File: src/rtl/train_track_emulator.sv
// train_track_emulator: cycle-based plant model of a two-train layout whose loops share a
// stretch of track. It turns controller commands (sw1/sw2, da0/db0) into track sensors s1..s4
// and flags derailments and collisions.
//
// Optional feature: define TRAIN_EMU_LAP_CNT_EN to build the saturating lap counters.
// Without it, lap_a/lap_b are tied to zero and no counter logic is generated.
module train_track_emulator #(
    parameter int unsigned LOOP_LEN = 16,
    parameter int unsigned SH_START = 6,
    parameter int unsigned SH_END   = 9,
    parameter int unsigned TICK_DIV = 4,
    parameter int unsigned A_START  = 0,
    parameter int unsigned B_START  = 12
) (
    input  logic                        clk,
    input  logic                        rst,
    input  logic                        run,
    input  logic                        clr,
    input  logic                        sw1,
    input  logic                        sw2,
    input  logic                        da0,
    input  logic                        db0,
    output logic                        s1,
    output logic                        s2,
    output logic                        s3,
    output logic                        s4,
    output logic [$clog2(LOOP_LEN)-1:0] pos_a,
    output logic [$clog2(LOOP_LEN)-1:0] pos_b,
    output logic                        derail_a,
    output logic                        derail_b,
    output logic                        collision,
    output logic                        fault,
    output logic [7:0]                  lap_a,
    output logic [7:0]                  lap_b
);

    localparam int unsigned PW = $clog2(LOOP_LEN);
    localparam int unsigned TW = (TICK_DIV > 1) ? $clog2(TICK_DIV) : 1;

    localparam logic [PW-1:0] POS_LAST  = PW'(LOOP_LEN - 1);
    localparam logic [PW-1:0] POS_APPR  = PW'(SH_START - 1);
    localparam logic [PW-1:0] POS_SH_S  = PW'(SH_START);
    localparam logic [PW-1:0] POS_SH_E  = PW'(SH_END);
    localparam logic [PW-1:0] POS_EXIT  = PW'(SH_END + 1);
    localparam logic [PW-1:0] POS_A_RST = PW'(A_START);
    localparam logic [PW-1:0] POS_B_RST = PW'(B_START);
    localparam logic [TW-1:0] TICK_LAST = TW'(TICK_DIV - 1);

    typedef enum logic [1:0] {StIdle, StRun, StFault} state_t;

    state_t        state_q, state_d;
    logic [TW-1:0] tick_q, tick_d;
    logic [PW-1:0] pos_a_q, pos_a_d;
    logic [PW-1:0] pos_b_q, pos_b_d;
    logic          derail_a_q, derail_a_d;
    logic          derail_b_q, derail_b_d;
    logic          collision_q, collision_d;

    logic          in_run;
    logic          step;
    logic          move_a, move_b;
    logic          det_derail_a, det_derail_b, det_collision, det_fault;
    logic          clr_flags;
    logic [PW-1:0] inc_a, inc_b;

    // ------------------------------------------------------------------
    // Movement and fault detection on the step being taken
    // ------------------------------------------------------------------

    // Step strobe, candidate next positions and fault detection
    always_comb begin
        step   = in_run && (tick_q == TICK_LAST);
        move_a = step && da0;
        move_b = step && db0;

        inc_a  = (pos_a_q == POS_LAST) ? '0 : pos_a_q + 1'b1;
        inc_b  = (pos_b_q == POS_LAST) ? '0 : pos_b_q + 1'b1;

        pos_a_d = move_a ? inc_a : pos_a_q;
        pos_b_d = move_b ? inc_b : pos_b_q;

        // Train A must see both switches routed for A (0), train B for B (1)
        det_derail_a = move_a && (((pos_a_q == POS_APPR) && sw1)
                                  || ((pos_a_q == POS_SH_E) && sw2));
        det_derail_b = move_b && (((pos_b_q == POS_APPR) && !sw1)
                                  || ((pos_b_q == POS_SH_E) && !sw2));

        det_collision = step
                        && (pos_a_d >= POS_SH_S) && (pos_a_d <= POS_SH_E)
                        && (pos_b_d >= POS_SH_S) && (pos_b_d <= POS_SH_E);

        det_fault = det_derail_a || det_derail_b || det_collision;
    end

    // ------------------------------------------------------------------
    // Control FSM
    // ------------------------------------------------------------------

    // State register
    always_ff @(posedge clk or posedge rst) begin
        if (rst) begin
            state_q <= StIdle;
        end else begin
            state_q <= state_d;
        end
    end

    // Next-state logic; a fault outranks run being dropped
    always_comb begin
        state_d = state_q;
        unique case (state_q)
            StIdle: begin
                if (run) begin
                    state_d = StRun;
                end
            end
            StRun: begin
                if (det_fault) begin
                    state_d = StFault;
                end else if (!run) begin
                    state_d = StIdle;
                end
            end
            StFault: begin
                if (clr) begin
                    state_d = StIdle;
                end
            end
            default: state_d = StIdle;
        endcase
    end

    // FSM-derived outputs and qualifiers
    always_comb begin
        in_run    = (state_q == StRun);
        fault     = (state_q == StFault);
        clr_flags = (state_q == StFault) && clr;
    end

    // ------------------------------------------------------------------
    // Datapath registers
    // ------------------------------------------------------------------

    // Prescaler: counts only while staying in RUN, zero otherwise
    always_comb begin
        tick_d = '0;
        if (in_run && (state_d == StRun)) begin
            tick_d = step ? '0 : tick_q + 1'b1;
        end
    end

    // Sticky fault flags: set on detection, cleared only by clr in FAULT
    always_comb begin
        derail_a_d  = derail_a_q;
        derail_b_d  = derail_b_q;
        collision_d = collision_q;
        if (clr_flags) begin
            derail_a_d  = 1'b0;
            derail_b_d  = 1'b0;
            collision_d = 1'b0;
        end
        if (det_derail_a) begin
            derail_a_d = 1'b1;
        end
        if (det_derail_b) begin
            derail_b_d = 1'b1;
        end
        if (det_collision) begin
            collision_d = 1'b1;
        end
    end

    // Prescaler, positions and flags; positions still move on a faulting step
    always_ff @(posedge clk or posedge rst) begin
        if (rst) begin
            tick_q      <= '0;
            pos_a_q     <= POS_A_RST;
            pos_b_q     <= POS_B_RST;
            derail_a_q  <= 1'b0;
            derail_b_q  <= 1'b0;
            collision_q <= 1'b0;
        end else begin
            tick_q      <= tick_d;
            pos_a_q     <= pos_a_d;
            pos_b_q     <= pos_b_d;
            derail_a_q  <= derail_a_d;
            derail_b_q  <= derail_b_d;
            collision_q <= collision_d;
        end
    end

    // ------------------------------------------------------------------
    // Lap counters
    // ------------------------------------------------------------------

`ifdef TRAIN_EMU_LAP_CNT_EN
    logic [7:0] lap_a_q, lap_b_q;

    // Count LOOP_LEN-1 -> 0 wraps, saturating at 255; only rst clears them
    always_ff @(posedge clk or posedge rst) begin
        if (rst) begin
            lap_a_q <= '0;
            lap_b_q <= '0;
        end else begin
            if (move_a && (pos_a_q == POS_LAST) && (lap_a_q != 8'hFF)) begin
                lap_a_q <= lap_a_q + 8'd1;
            end
            if (move_b && (pos_b_q == POS_LAST) && (lap_b_q != 8'hFF)) begin
                lap_b_q <= lap_b_q + 8'd1;
            end
        end
    end

    assign lap_a = lap_a_q;
    assign lap_b = lap_b_q;
`else
    assign lap_a = '0;
    assign lap_b = '0;
`endif

    // ------------------------------------------------------------------
    // Outputs
    // ------------------------------------------------------------------

    // Sensors decode the position registers directly
    always_comb begin
        s1 = (pos_a_q == POS_APPR);
        s2 = (pos_b_q == POS_APPR);
        s3 = (pos_b_q == POS_EXIT);
        s4 = (pos_a_q == POS_EXIT);
    end

    assign pos_a     = pos_a_q;
    assign pos_b     = pos_b_q;
    assign derail_a  = derail_a_q;
    assign derail_b  = derail_b_q;
    assign collision = collision_q;

endmodule

File: config.mk
export PLATFORM = sky130hd
export DESIGN_NAME = train_track_emulator
export DESIGN_NICKNAME = d
export VERILOG_FILES = /design/src/rtl/train_track_emulator.sv
export SDC_FILE = /design/constraint.sdc
export NUM_CORES = 1
export LEC_CHECK = 0
export BUFFER_PORTS_ARGS = -buffer_cell sky130_fd_sc_hd__buf_2
export CORE_MARGIN = 1.5
export CORE_UTILIZATION = 44
export DETAILED_ROUTE_END_ITERATION = 16
export PLACE_DENSITY = 0.8
export RECOVER_POWER = 25
export SLEW_MARGIN = 20
export SYNTH_ARGS = -nofsm -noshare
export SYNTH_HDL_FRONTEND = slang
export SYNTH_SLANG_ARGS = --single-unit
export TNS_END_PERCENT = 30
File: constraint.sdc
create_clock -name clk -period 1.9 [get_ports clk]
set_clock_uncertainty 0.2 [all_clocks]
set_input_delay 0.19 -clock clk [delete_from_list [all_inputs] [get_ports clk]]
set_output_delay 0.19 -clock clk [all_outputs]
set_load 0.02 [all_outputs]
Word level (Yosys, flattened, before mapping). Cells that the tools add are included.

Register bits after elaboration: 15. Bits in latches: 0. RAM bits: 0. ROM bits: 0. Bits of input ports: 8. Output and inout port bits: 32. Memories: 0.

$add $sub $neg: 3. $mul: 0. Div/mod/pow operators: 0. Order comparisons: 4. Eq/ne operators: 12. Shift-type cells: 0. Multiplexer cells: 15. Bitwise gates (word level): 0. Reduce and logical (&&, ||, !) cells: 25.

Operators with widths (count): $eq A4 B4 Y1 const B (6); $mux W4 (4); $logic_and A1 B1 Y1 (15); $mux W2 (6); $add A4 B1 Y4 const B (2); $eq A4 B3 Y1 const B (2); $ge A4 B3 Y1 const B (2); $le A4 B4 Y1 const B (2); $pmux W2 S3 (1); $reduce_bool A2 Y1 (3); $eq A2 B1 Y1 const B (2); $eq A2 B2 Y1 const B (2); $logic_or A1 B1 Y1 (4); $mux W1 (4); $add A2 B1 Y2 const B (1); $logic_not A1 Y1 (2); $logic_not A2 Y1 (1).

Logic depth before layout (Yosys ltp).
Depth after elaboration: 15. Gate-level depth with buffers: 7.

Worst setup path after synthesis. OpenSTA, ideal clock, no wires.

Path type: flip-flop to flip-flop. Start: register pos_b_q[0] (netlist: pos_b[0]). End: register state_q[0]. Arrival: 1.884 ns. Required time: 1.574 ns. Path slack: -0.310 ns. Cell stages (with the launch flop): 8. Buffers on the path: 0. Path through: dfrtp_1 inv_1 ha_1 nor2_1 a41oi_1 nor4b_1 and3_1 a211oi_1.

Cells in the longest elaborated chain, start to end: 9. Elaborated cells on any way between the ends: 18.

RTL lines: from (decl) (RTL line 54) `logic [PW-1:0] pos_b_q, pos_b_d;`; from (signal assigned) (RTL line 185) `pos_b_q <= pos_b_d;`; $add A4 B1 Y4 / $eq A4 B4 Y1 (equally long branches) (RTL line 77) `inc_b = (pos_b_q == POS_LAST) ? '0 : pos_b_q + 1'b1;`; $mux W4 (RTL line 77); $mux W4 (RTL line 80) `pos_b_d = move_b ? inc_b : pos_b_q;`; $ge A4 B3 Y1 (RTL line 90) `&& (pos_b_d >= POS_SH_S) && (pos_b_d <= POS_SH_E);`; $logic_and A1 B1 Y1 (2 in series) (RTL line 90); $logic_or A1 B1 Y1 * (RTL line 92) `det_fault = det_derail_a || det_derail_b || det_collision;`; $mux W2 * (RTL line 118) `if (det_fault) begin`; $pmux W2 S3 * (RTL line 111) `unique case (state_q)`; via state_d[0] (RTL line 51) `state_t state_q, state_d;`; to (signal assigned) (RTL line 102) `state_q <= StIdle;`; to (signal assigned) (RTL line 104) `state_q <= state_d;`; to (decl) (RTL line 51).

Mark *: on every way through the listed nets, which the timed path passes. The rest lies on a longest branch. A chain may end at the register's enable or synchronous reset.

Worst setup path after layout.
Start: register tick_q[0]. End: register state_q[0].

Cells in the longest elaborated chain, start to end: 12. Elaborated cells on any way between the ends: 20.

RTL lines: from (decl) (RTL line 52) `logic [TW-1:0] tick_q, tick_d;`; from (signal assigned) (RTL line 183) `tick_q <= tick_d;`; $eq A2 B2 Y1 * (RTL line 72) `step = in_run && (tick_q == TICK_LAST);`; $logic_and A1 B1 Y1 * (RTL line 72); $logic_and A1 B1 Y1 * (RTL line 73) `move_a = step && da0;`; $mux W4 * (RTL line 79) `pos_a_d = move_a ? inc_a : pos_a_q;`; via pos_a_d[1] (RTL line 53) `logic [PW-1:0] pos_a_q, pos_a_d;`; $ge A4 B3 Y1 (RTL line 89) `&& (pos_a_d >= POS_SH_S) && (pos_a_d <= POS_SH_E)`; $logic_and A1 B1 Y1 (RTL line 89); $logic_and A1 B1 Y1 * (RTL line 89); $logic_and A1 B1 Y1 * (2 in series) (RTL line 90); $logic_or A1 B1 Y1 * (RTL line 92); $mux W2 * (RTL line 118); $pmux W2 S3 * (RTL line 111); via state_d[0] (RTL line 51).

Marked as above.

==> impl_metrics.tcl <==
set metrics [dict create \
    dpl_cell_area_um2 1360 \
    min_from "sw1" \
    p_leak_uw 0.000702 \
    tritoncts "yes" \
    io_pins 40 \
    drc 0 \
    timing.final.setup_violations 5 \
    power.density_nw_per_um2 575 \
    firstDrtPassIters 4 \
    maxCapViolations 0 \
    regToRegStartpoint "tick_q[0]" \
    clock_path_buffers 2 \
    grt_pass1_wl_mm 4.49 \
    vias_per_cell 5.30 \
    htreeDepth 1 \
    crit_path_start_kind "flip-flop" \
    start_util 0.461 \
    p_total_uw 847 \
    ys_ff_latch 15 \
    finalInstanceArea_um2 1470 \
    drt_iter0_drc 16 \
    grt_max_degree 16 \
    synthArstFlopShare 1.00 \
    max_freq_ghz 0.495 \
    fin_crit_ps 2020 \
    holdWs_ps 155 \
    hpwl_mm 2.02 \
    layout-drive-gt1-share 0.386 \
    die_w_um 53.5 \
    worstPathArrival_ps 2030 \
    power_frac_comb 0.348 \
    die_h_um 53.5 \
    p_switching_uw 304 \
    netlist.area_leader.share 0.290 \
    cts-root-buf "clkbuf_4" \
    rsz0062_at_grt "yes" \
    postRouteAntennaNets 0 \
    hold_class "in2reg" \
    final_nets 187 \
    seqPwrFrac 0.433 \
    synthCells 125 \
    synth_edf_count 0 \
    syn_to_final_growth_pct 31.5 \
    synthDistinctLibCells 43 \
    syn-cell-area_um2 1120 \
    cts_sinks 15 \
    worstMarginPinSlew_ps 575 \
    avgSynthCellArea_um2 8.97 \
    finalWorstSetupSlack_ps -119 \
    synth_flop_cell "dfrtp_1" \
    status "finished with violations" \
    hold_viol_final 0 \
    critical_path.startpoint "tick_q[0]" \
    clk-insertion-delay-late_ps 280 \
    cts_buffers 3 \
    internal-power_uw 543 \
    clock_power_share 0.219 \
    overflow 0 \
    n_antenna_cell 0 \
    end_kind "flip-flop" \
    io_buffers 23 \
    yosysWarnings 0 \
    worstPathMaxFanout 5 \
    netlist_top_cells_area "dfrtp_1, buf_4, ha_1, dfstp_2, inv_1" \
    path_class "reg2reg" \
    vias 1065 \
    drt_wl_total_mm 2.73 \
    wl_per_cell_um 13.6 \
    finalWeightedCongestion 0.903 \
    antenna_found_initial 0 \
    slew_headroom 0.616 \
    violations "negative setup slack" \
    grtUsageTotal 0.217 \
    min_period_over_period 1.06 \
    drv_slew 0 \
    dieArea_um2 2860 \
    row_count 18 \
    path_clk_slew_ps 90 \
    cp.required_ps 1910 \
    synth.yosys.seq_area_share 0.337 \
    ir_drop_v 0.000348 \
    swShare 0.359 \
    fin_setup_tns_ps -306 \
    grt_pass1_vias 1030 \
    yosysTopAreaCell "dfrtp_1" \
    core_um2 2430 \
]
-- worst max-delay path: stages (launching register included) --
cell and delay (ps):
dfrtp_1 420, ha_4 190, and4b_2 240, mux2i_2 170, a221o_1 360, and3_4 190, a211oi_2 170
-- sequential cells by signal, indices dropped and copies added (netlist names) --
signal / flops
state_q: 2
derail_a: 1
pos_a: 4
pos_b: 4
collision: 1
derail_b: 1
tick_q: 2
-- final timing paths --
kind,to,slack [ps],cells after the start
max in group asynchronous,pos_b[0],800,3
max,state_q[0],-120,6
min,derail_a,160,4
min reg2reg,derail_a,290,1
min in group asynchronous,pos_a[1],290,3
max reg2reg,state_q[0],-120,6
-- area by class of cell --
| class | instances | area, um^2 |
|---|---|---|
| sequential | 15 | 382 |
| fill | 214 | 958 |
| inverter | 10 | 37.5 |
| tap | 30 | 37.5 |
| multi-input combinational | 95 | 681 |
| clock buffer | 4 | 26.3 |
| timing repair buffer | 47 | 310 |
-- cells in the mapped netlist, drive strengths merged, types with 2 or more instances --
library cell  number
a211oi             2
a21o               2
a21oi              3
a31oi              3
and3               3
and4b              2
buf               19
dfrtp             13
dfstp              2
ha                 7
inv               10
nand2              7
nand2b             2
nand3              5
nand3b             3
nand4              2
nand4b             3
nor2               5
nor2b              2
nor3               2
nor4b              2
o21ai              5
o31ai              3
xnor2              2
-- per-stage QoR --
step | std cells | worst slack, ps | util
5_1_grt | 201 | -196 | 0.606
6_report | 201 | -119 | 0.606
2_1_floorplan | 140 | -10.5 | -
4_1_cts | 200 | -98.1 | 0.595
3_5_place_dp | 191 | -150 | 0.557
3_3_place_gp | 191 | -103 | 0.557
-- cell usage in the layout (no fill, tap or decap), types with 4 or more instances in the layout --
master and count:
buf_2 20, nand3_1 5, conb_1 16, ha_1 4, o21ai_0 4, nand2_1 7, dfrtp_1 10, inv_1 7
nor2_1 4, buf_4 20
-- power groups by stage --
stage / registers (uW) / clock network (uW) / logic (uW)
finish: 366 / 185 / 295
floorplan: 388 / 0 / 173
global route: 369 / 207 / 326
CTS: 365 / 192 / 286
detailed placement: 372 / 0 / 273
global placement: 369 / 0 / 264
-- layer usage --
| metal | GRT usage | routed length [um] | vias to the layer above |
|---|---|---|---|
| met4 | 0.0897 | 45 | 0 |
| met3 | 0.0282 | 110 | 6 |
| li1 | - | - | 510 |
| met1 | 0.255 | 1160 | 518 |
| met5 | 0 | 0 | - |
| met2 | 0.391 | 1410 | 31 |
-- cell families after synthesis --
group / Yosys count / synth area share
simple gates: 42 / 0.222
compound gates: 27 / 0.172
fa+ha+maj: 7 / 0.0781
buf+inv: 30 / 0.163
flops: 15 / 0.337
mux: 1 / 0.00893
other cells: 1 / 0.00335
xor+xnor: 2 / 0.0156
-- what timing repair did --
item	4_1_cts	5_1_grt
hold endpoints to repair	17	0
buffers inserted	2	1
gates resized for setup	8	5
setup endpoints to repair	6	6
pin swaps	2	4
hold buffers	3	0
Note: power is estimated with default switching activity, not from simulation.
